File: config.mk
export PLATFORM = sky130hd
export DESIGN_NAME = i_encoder
export DESIGN_NICKNAME = d
export VERILOG_FILES = /design/src/rtl/i_encoder.sv
export SDC_FILE = /design/constraint.sdc
export NUM_CORES = 1
export LEC_CHECK = 0
export CAP_MARGIN = 10
export CORE_MARGIN = 10
export CORE_UTILIZATION = 47
export DETAILED_ROUTE_END_ITERATION = 10
export PLACE_DENSITY = 0.9
export SKIP_CTS_REPAIR_TIMING = 1
export SLEW_MARGIN = 20
export SYNTH_ARGS = -nofsm -noshare
export SYNTH_HDL_FRONTEND = slang
export SYNTH_SLANG_ARGS = --single-unit
File: constraint.sdc
create_clock -name clk -period 2.3 [get_ports clk]
set_input_delay 0.575 -clock clk [delete_from_list [all_inputs] [get_ports clk]]
set_output_delay 0.575 -clock clk [all_outputs]
set_load 0.02 [all_outputs]
File: src/rtl/i_encoder.sv
// rtl/i_encoder.sv - packs a write request into six 16-bit flits and streams them with valid/ready
// Optional build macro: ENCODER_PARITY_EN (tail carries even parity over body1..body4)
module i_encoder #(
  parameter logic [7:0] DEST_ID = 8'h00,
  parameter logic [7:0] SRC_ID  = 8'h00
) (
  input  logic        clk,
  input  logic        rst_n,
  input  logic        i_en,
  input  logic [31:0] i_wdata,
  input  logic [13:0] i_address,
  input  logic        i_read_write_enable,
  input  logic        i_flit_ready,
  output logic        o_ready,
  output logic [15:0] o_flit,
  output logic        o_flit_valid,
  output logic        o_flit_last,
  output logic [15:0] o_head_flit,
  output logic [15:0] o_body_flit_1,
  output logic [15:0] o_body_flit_2,
  output logic [15:0] o_body_flit_3,
  output logic [15:0] o_body_flit_4,
  output logic [15:0] o_tail_flit,
  output logic        o_en,
  output logic        o_done
);

  typedef enum logic [1:0] {IDLE, LOAD, SEND, DONE} state_t;

  state_t      state;
  logic [2:0]  idx;
  logic [2:0]  nxt_idx;
  logic [31:0] wdata_q;
  logic [13:0] addr_q;
  logic        rw_q;
  logic [15:0] body1, body2, body3, body4;
  logic        parity;
  logic [15:0] nxt_flit;

  always_comb begin
    body1 = {addr_q, rw_q, 1'b0};
    body2 = {wdata_q[31:17], 1'b0};
    body3 = {wdata_q[16:2], 1'b0};
    body4 = {wdata_q[1:0], 14'b0};
`ifdef ENCODER_PARITY_EN
    parity = ^{body1, body2, body3, body4};
`else
    parity = 1'b0;
`endif
  end

  // Next flit comes from the registered parallel copy so the stream matches it exactly.
  always_comb begin
    nxt_idx = idx + 3'd1;
    case (nxt_idx)
      3'd1:    nxt_flit = o_body_flit_1;
      3'd2:    nxt_flit = o_body_flit_2;
      3'd3:    nxt_flit = o_body_flit_3;
      3'd4:    nxt_flit = o_body_flit_4;
      default: nxt_flit = o_tail_flit;
    endcase
  end

  always_ff @(posedge clk or negedge rst_n) begin
    if (!rst_n) begin
      state         <= IDLE;
      idx           <= 3'd0;
      wdata_q       <= 32'd0;
      addr_q        <= 14'd0;
      rw_q          <= 1'b0;
      o_ready       <= 1'b1;
      o_flit        <= 16'd0;
      o_flit_valid  <= 1'b0;
      o_flit_last   <= 1'b0;
      o_head_flit   <= 16'd0;
      o_body_flit_1 <= 16'd0;
      o_body_flit_2 <= 16'd0;
      o_body_flit_3 <= 16'd0;
      o_body_flit_4 <= 16'd0;
      o_tail_flit   <= 16'd0;
      o_en          <= 1'b0;
      o_done        <= 1'b0;
    end else begin
      o_en   <= 1'b0;
      o_done <= 1'b0;
      case (state)
        IDLE: begin
          if (i_en) begin
            wdata_q <= i_wdata;
            addr_q  <= i_address;
            rw_q    <= i_read_write_enable;
            o_ready <= 1'b0;
            state   <= LOAD;
          end
        end
        LOAD: begin
          o_head_flit   <= {DEST_ID, SRC_ID};
          o_body_flit_1 <= body1;
          o_body_flit_2 <= body2;
          o_body_flit_3 <= body3;
          o_body_flit_4 <= body4;
          o_tail_flit   <= {2'b11, 13'b0, parity};
          o_flit        <= {DEST_ID, SRC_ID};
          o_flit_valid  <= 1'b1;
          o_flit_last   <= 1'b0;
          o_en          <= 1'b1;
          idx           <= 3'd0;
          state         <= SEND;
        end
        SEND: begin
          if (o_flit_valid && i_flit_ready) begin
            if (idx == 3'd5) begin
              o_flit_valid <= 1'b0;
              o_flit_last  <= 1'b0;
              o_done       <= 1'b1;
              state        <= DONE;
            end else begin
              idx         <= nxt_idx;
              o_flit      <= nxt_flit;
              o_flit_last <= (nxt_idx == 3'd5);
            end
          end
        end
        default: begin
          o_ready <= 1'b1;
          state   <= IDLE;
        end
      endcase
    end
  end

endmodule

==> Word-level counts from Yosys, hierarchy flattened <==
Index checks and enable logic that the tools add are counted.
{ "classes": {"n_addsub": 1, "eq_ne": 12, "muxes": 23, "n_bitwise": 1, "reduce_logical": 10} }
{ "op_table": {"columns": ["op", "count"], "rows": [
  ["case mux 16 bit (4 select lines)", 1],
  ["two-way mux 16 bit", 2],
  ["case mux 16 bit (2 select lines)", 1],
  ["== test 3 bit (second input constant)", 3],
  ["two-way mux 1 bit", 9],
  ["AND reduction 3 bit", 3],
  ["inequality test 2 bit (second input constant)", 4],
  ["== test 3 x 2 -> 1 bit (second input constant)", 2],
  ["two-way mux 2 bit", 3],
  ["two-way mux 3 bit", 2],
  ["case mux 1 bit (2 select lines)", 3],
  ["case mux 2 bit (3 select lines)", 1],
  ["case mux 3 bit (2 select lines)", 1],
  ["AND reduction 2 bit", 3],
  ["adder 3 x 1 -> 3 bit (second input constant)", 1],
  ["== test 3 x 1 -> 1 bit (second input constant)", 1],
  ["== test 2 x 1 -> 1 bit (second input constant)", 1],
  ["== test 2 bit (second input constant)", 1],
  ["logical NOT 2 bit", 1],
  ["nonzero test 2 bit", 1],
  ["OR reduction 2 bit", 1],
  ["logical AND 1 bit", 1],
  ["inverter 1 bit", 1]
]} }
{ "word_totals": {"regBits": 121, "input_bits": 51, "output_inout_bits": 117, "word_cells": 63} }

==> Logic depth before layout (Yosys ltp) <==
Gate-level depths: netlist (run 1).
{ "logic_depth": {"word_depth": 6, "mapped_depth": 8, "depth_no_buf": 6} }

==> Worst setup path after synthesis (run 1) <==
Ideal clock, no wire load.
{ "synth_timing": {"path_type": "reg2reg", "startpoint": "reg idx[0]", "endpoint": "reg o_flit[10]", "arrival_time_ns": 1.692, "required_time_ns": 2.176, "slack_ns": 0.484, "stages_incl_launch_ff": 8, "path_buffers": 1, "synth_period_minus_slack_ns": 1.816, "path_cell_list": "dfrtp_1 > inv_1 > ha_1 > or3_1 > mux2i_1 > nand2b_1 > clkbuf_2 > o21ai_1"} }
{ "synth_via": {"elab_chain_cells": 6, "word_cells_on_any_way": 12, "cone_classes": "add/sub (1); eq/ne (6); mux (4); reduce/logical (1)"} }
{ "synth_lines": {"columns": ["item", "line_no", "text"], "rows": [
  ["start: declaration", "31", "logic [2:0] idx;"],
  ["start signal: assignment", "118", "idx <= nxt_idx;"],
  ["adder 3 x 1 -> 3 bit", "54", "nxt_idx = idx + 3'd1;"],
  ["== test 3 bit (tied with other cells)", "55", "case (nxt_idx)"],
  ["case mux 16 bit (4 select lines)", "55", null],
  ["two-way mux 16 bit", "112", "if (idx == 3'd5) begin"],
  ["two-way mux 16 bit", "111", "if (o_flit_valid && i_flit_ready) begin"],
  ["case mux 16 bit (2 select lines)", "86", "case (state)"],
  ["end signal: assignment", "103", "o_flit <= {DEST_ID, SRC_ID};"],
  ["end signal: assignment", "119", "o_flit <= nxt_flit;"],
  ["end: declaration", "15", "output logic [15:0] o_flit,"]
]} }
Parallel ways exist; a longest one is shown, timed or not. The select of a mux whose other input is x is not followed.
A chain may end at the register's enable or synchronous reset.

==> Worst setup path after layout (run 1) <==
{ "layout_timing": {"startpoint": "reg idx[0]", "endpoint": "reg o_flit[2]"} }
The elaborated chain is that of the path after synthesis.

==> impl_results.md, run 1 <==
* CTS H-tree lvls at 4
* Status: complete, no violations
* FF-to-FF setup slack at ~0.13 ns
* Diode count at 0
* Die Ht at 127 um
* DR WL/cell at 19.5 um
* Final min period at 2.17 ns
* Reg-to-Reg End: o_flit[2]
* Simple-gate share of the synthesized area at 5.05%
* Die area at approximately 16000 um^2
* Via count at 3497
* Die Span X at 127 um
* Storage cell area at about 3000 um^2
* Layout area overhead at 32.9%
* XOR/XNOR Fraction of Synth Area at 0.163%
* Largest net degree at the start of global routing at 121
* Cells after synthesis at 404
* Clock sink total at 120
* Fin Clk Skew at 0.00442 ns
* Critical path class: reg2reg
* Critical path required time at 2.61 ns
* Hold_ws at 0.234 ns
* FFs w/ async S/R, synth at 100%
* Compound-cell area share of the yosys netlist at 7.54%
* PwrDens at 1590 nW/um^2
* Startpoint Class: register
* CP Max Fanout at 15
* Setup violations, final at 0
* Tot GR Track Use at 16.8%
* Buf+Inv Stages, Crit Path at 0
* Max Fclk at 0.461 GHz
* Area of the multi-input gates at 2070 um^2
* IO Count at between 150 and 200
* Critical Path AT at 2.48 ns
* Synthesis Warnings at 0
* Final Instance Area at 7140 um^2
* Core Area at around 11000 um^2
* Leakage at between 3 and 4 nW
* Top_reg_cell synth: dfrtp_1
* Synth unique cells at 42
* Total gr overflow at 0
* Reg clk slew, reported paths at 0.05 ns
* Clock Latency Late Sink at roughly 0.40 ns
* Rows at 38
* #FFs+latches synth at 120
* DRT Pass-1 Iters at 4
* Max Cap Viol at 0
* Worst reg2reg path depth at 5
* Maximum clock path buffer count at 2
* Worst Slack Setup Final at 0.130 ns
* Final period util at 94.3%
* Num CTS Buffers at 17
* Unrepaired setup endpoints after global routing: no
* Slowest stage cell on the critical path: and2_1
* Antenna viol nets, final at 0
* Initial Util at roughly half
* Worst path cell trace: ha_1, xnor2_1, and2_1, a221oi_1, o21ai_0
* Hold Vio Cnt, Final at 0
* Mux share of post-synthesis cell area at between 20% and 30%
* Main combinational cell family by area after synthesis: multiplexers
* Post-Synth Adder-Cell Area at 2.09%
* Routability congestion estimate at 0.805
* Initial antenna violation count at 0
* Fill count at 820
* Post-synth EDFFs at 0
* Fin. max-slew vios at 0
* Slew headroom at about half
* Setup TNS at 0 ns
* Clock root cell: clkbuf_16
* Fin nets at 587
* CP endpoint kind: register
* Share of layout cells above drive strength 1 at 27.8%
* Slew @ Worst Pin at 0.755 ns
* Placed Area at 6550 um^2
* Worst Hold Class: in2async
* Post-synthesis sequential area ratio at 55.9%
* Vias in the first global route at approximately 3900
* Peak supply drop at ~900 uV
* Top delay family on crit path: simple AND/OR/NAND/NOR gates
* Post-Syn Area at 5380 um^2
* DRT iter0 DRCs at ~250
* CTS tree: yes
* First-pass GRT wire length at roughly 21 mm
* Avg Inst Size Synth at 13.3 um^2
* PortBufs at 119
* DP HPWL at ~10 mm
* Post-DR vias/cell at 5.15
* Routed Wire Length at 13.2 mm
* Critical path's largest stage delay at 0.68 ns
* Worst R2R Start: idx[0]
* Power Total at about 11 mW
* Place WS at 0.0632 ns
* Critical path origin: idx[0]
* DR DRC count at 0
[worst max-delay path by stage]
stage / endpoint / slack [ns] / cells past startpoint
2_1_floorplan: o_flit[10] / 0.48 / 7
3_3_place_gp: o_flit[14] / 0.19 / 5
3_5_place_dp: o_flit[15] / 0.06 / 5
4_1_cts: o_flit[2] / 0.07 / 5
5_1_grt: o_flit[15] / 0.03 / 5
6_report: o_flit[2] / 0.13 / 5
[through the flow]
step           instances  util, %
6_report             679     64.7
2_1_floorplan        451        -
5_1_grt              679     64.7
3_5_place_dp         648     59.3
3_3_place_gp         648     59.3
4_1_cts              679     64.7
[per-layer routing]
layer	up-vias	share of wire, %	GRT usage (%)
met5	-	0	0
met4	0	1.6	6.30
met3	15	9.6	8.29
met2	149	47	25.9
met1	1746	42	19.8
li1	1587	-	-
[power by group]
group          switching, mW  internal, mW
registers              0.806          3.15
logic                   2.30          2.49
clock network          0.878          1.77
total                   3.98          7.41
[cell usage after synthesis (all sizes together) (3+ instances only)]
cell	number	share of area [%]
dfrtp	119	55
mux2	94	20
buf	64	8.3
nand2	21	1.5
o21ai	17	1.6
a221oi	13	3.3
and3	13	1.5
ha	9	2.1
clkbuf	6	0.44
inv	6	0.42
nor2	4	0.28
a21oi	3	0.28
[sequential cells by signal, indices dropped and copies added (netlist names)]
signal	cells
state	2
idx	3
o_en	1
o_body_flit_4	2
wdata_q	32
o_tail_flit	1
o_flit_last	1
addr_q	14
o_flit	15
o_body_flit_1	15
rw_q	1
o_ready	1
o_body_flit_2	15
o_flit_valid	1
o_body_flit_3	15
o_done	1
[worst register-to-register path: stages, from the launching register on]
cell	delay, ns
dfrtp_1	0.43
ha_1	0.28
xnor2_1	0.31
and2_1	0.68
a221oi_1	0.17
o21ai_0	0.21
[layout by cell type (no fill, tap or decap), types with 4 or more instances in the layout]
master / count
o21ai_0: 7
nand2_1: 20
and3_1: 13
ha_1: 8
dfrtp_1: 119
nor2_1: 4
conb_1: 48
inv_1: 6
clkinv_2: 7
clkdlybuf4s50_1: 118
a221oi_2: 10
o21ai_1: 10
mux2_2: 94
buf_4: 7
clkbuf_16: 17
[kinds of logic (layout without fill, tap and decap cells)]
family,count (synthesis),after routing
other,1,48
XOR/XNOR,1,1
multiplexers,96,96
adder cells (fa/ha/maj),9,9
buffers and inverters,76,164
flip-flops,120,120
AO/OA/AOI/OAI,48,48
AND/OR/NAND/NOR,53,53
[cell type report]
type / instances / area share [%]
Inverter: 6 / 0.315
Timing Repair Buffer: 127 / 17.8
Tap cell: 140 / 2.45
Clock inverter: 10 / 1.75
Sequential cell: 120 / 42.1
Clock buffer: 21 / 6.59
Multi-Input combinational cell: 255 / 29.0
Note: power is estimated with default switching activity, not from simulation.
==> run 2, diff against run 1 <==
Settings changed: SLEW_MARGIN 20 to default.
==> results of run 2 <==
Same layout as run 1: the final DEF is identical, and so are final timing and power.
==> run 3, diff against run 2 <==
Settings changed: CORE_UTILIZATION 47 to 45, PLACE_DENSITY 0.9 to 0.87.
==> impl_results.md, run 3 (synthesis gave the netlist of run 1 again) <==
* Status: complete, no violations (unchanged)
* Fin util at 62.3% (was 64.7%)
* PwrDens at 1600 nW/um^2 (was 1590 nW/um^2)
* Peak supply drop at 914 uV (was 897 uV)
* Switching Share at 34.8% (was 35.0%)
* Top delay family on crit path: buffers and inverters (was simple AND/OR/NAND/NOR gates)
* Tot GR Track Use at 16.1% (was 16.8%)
* Routed Wire Length at 13.4 mm (was 13.2 mm)
* CP endpoint kind: primary output (was register)
* Maximum clock path buffer count at 2 (unchanged)
* Post-DR vias/cell at 5.13 (was 5.15)
* Core Area at 11600 um^2 (was 11000 um^2)
* CP Max Fanout at 8 (was 15)
* Layout area overhead at 34.1% (was 32.9%)
* Vias in the first global route at 3769 (was 3927)
* Slowest stage cell on the critical path: clkdlybuf4s50_1 (was and2_1)
* Clock Latency Late Sink at 0.41 ns (was 0.40 ns)
* DR WL/cell at 19.7 um (was 19.5 um)
* Setup violations, final at 0 (unchanged)
* Largest net degree at the start of global routing at 51 (was 121)
* Die Span X at 129 um (was 127 um)
* Fin nets at 587 (unchanged)
* Setup TNS at 0 ns (unchanged)
* CTS H-tree lvls at 4 (unchanged)
* Critical path's largest stage delay at 0.67 ns (was 0.68 ns)
* Startpoint Class: register (unchanged)
* Largest register FFs at 32 (unchanged)
* DR DRC count at 0 (unchanged)
* Final min period at 2.15 ns (was 2.17 ns)
* Critical path required time at 1.73 ns (was 2.61 ns)
* IO Count at 168 (unchanged)
* PortBufs at 119 (unchanged)
* DRT Pass-1 Iters at 4 (unchanged)
* Critical path class: reg2out (was reg2reg)
* Worst Hold Class: in2async (unchanged)
* Slew headroom at 62.2% (was 49.6%)
* Fin Clk Skew at 0.00790 ns (was 0.00442 ns)
* Slew @ Worst Pin at 0.567 ns (was 0.755 ns)
* Initial Util at 46.5% (was 48.7%)
* Biggest register: wdata_q (unchanged)
* Storage cell area at 3000 um^2 (unchanged)
* Fill count at 877 (was 820)
* Max Fclk at 0.464 GHz (was 0.461 GHz)
* DP HPWL at 10.0 mm (was 9.81 mm)
* Commonest non-fill, non-tap cell in the layout: dfrtp_1 (unchanged)
* Total gr overflow at 0 (unchanged)
* Buf+Inv Stages, Crit Path at 1 (was 0)
* Antenna viol nets, final at 0 (unchanged)
* Fin. max-slew vios at 0 (unchanged)
* Critical Path AT at 1.58 ns (was 2.48 ns)
* Diode count at 0 (unchanged)
* Reg clk slew, reported paths at 0.06 ns (was 0.05 ns)
* Num CTS Buffers at 17 (unchanged)
* Routability congestion estimate at 0.796 (was 0.805)
* Die Ht at 129 um (was 127 um)
* Comb pwr share at 41.9% (was 42.0%)
* Final period util at 93.6% (was 94.3%)
* Leakage at 3.16 nW (was 3.14 nW)
* Clock root cell: clkbuf_16 (unchanged)
* Hold Vio Cnt, Final at 0 (unchanged)
* DRT iter0 DRCs at 250 (was 254)
* Die area at 16700 um^2 (was 16100 um^2)
* Initial antenna violation count at 0 (unchanged)
* Rows at 39 (was 38)
* Unrepaired setup endpoints after global routing: no (unchanged)
* Max Cap Viol at 0 (unchanged)
* Int Power at 7.49 mW (was 7.41 mW)
* Share of layout cells above drive strength 1 at 28.2% (was 27.8%)
* Clock sink total at 120 (unchanged)
* CTS tree: yes (unchanged)
* First-pass GRT wire length at 20.7 mm (was 21.5 mm)
* Worst path cell trace: clkdlybuf4s50_1 (was ha_1, xnor2_1, and2_1, a221oi_1, o21ai_0)
* Most frequent cells in the layout: dfrtp_1, clkdlybuf4s50_1, mux2_2 (unchanged)
* Clk pwr share at 23.7% (was 23.2%)
* Via count at 3496 (was 3497)
* Area of the multi-input gates at 2070 um^2 (about the same)
* P_sw at 4.01 mW (was 3.98 mW)
* Sequential Power Share at 34.4% (was 34.8%)
-- run 3: cell types whose count changed in the layout (fill, tap and decap cells not counted) --
cell        delta
and2_1         -1
clkinv_2       -3
nand2b_1       -1
nand2b_2       +1
clkbuf_8       +2
buf_12         +3
clkinvlp_4     +1
buf_4          -3
and2_2         +1
-- run 3: power groups by stage --
stage | Clock [mW] | Combinational (mW) | Sequential (mW)
after floorplan | 0 | 2.46 | 4.36
after CTS | 2.76 | 4.87 | 3.96
after detailed placement | 0 | 4.83 | 3.97
after global placement | 0 | 4.69 | 3.90
after global routing | 2.86 | 5.17 | 4.08
final | 2.72 | 4.82 | 3.96
-- run 3: cell type report --
class | count | share of cell area, %
Clock inverter | 8 | 1.63
Inverter | 6 | 0.313
Tap cell | 143 | 2.48
Timing Repair Buffer | 127 | 18.2
Multi-Input combinational cell | 255 | 28.8
Sequential cell | 120 | 41.7
Clock buffer | 23 | 6.91
-- run 3: stage by stage --
stage               power (mW)  instances  area [um^2]  worst slack [ns]  hold slack (ns)
floorplan                 6.82        451         5550             0.484            0.279
global placement          8.59        651         6590             0.165            0.470
detailed placement        8.81        651         6590            0.0444            0.481
CTS                       11.6        682         7200            0.0598            0.162
global route              12.1        682         7210             0.107            0.182
finish                    11.5        682         7210             0.147            0.146
-- run 3: final timing paths --
check | to | slack, ns | cells after the start | from
worst min register to register | o_flit[10] | 0.49 | 2 | o_flit[10]
worst max-delay path | o_flit_valid | 0.15 | 1 | o_flit_valid
min in group clk | o_flit[10] | 0.49 | 2 | o_flit[10]
max in group asynchronous | o_body_flit_2[7] | 1.58 | 2 | rst_n
worst max register to register | o_flit[1] | 0.31 | 6 | idx[0]
worst min-delay path | wdata_q[11] | 0.15 | 1 | rst_n
-- run 3: routing by layer --
layer / track usage (%) / part of all wire (%)
met5: 0 / 0
met4: 5.75 / 1.6
met3: 6.93 / 11
met2: 25.9 / 47
met1: 18.9 / 41
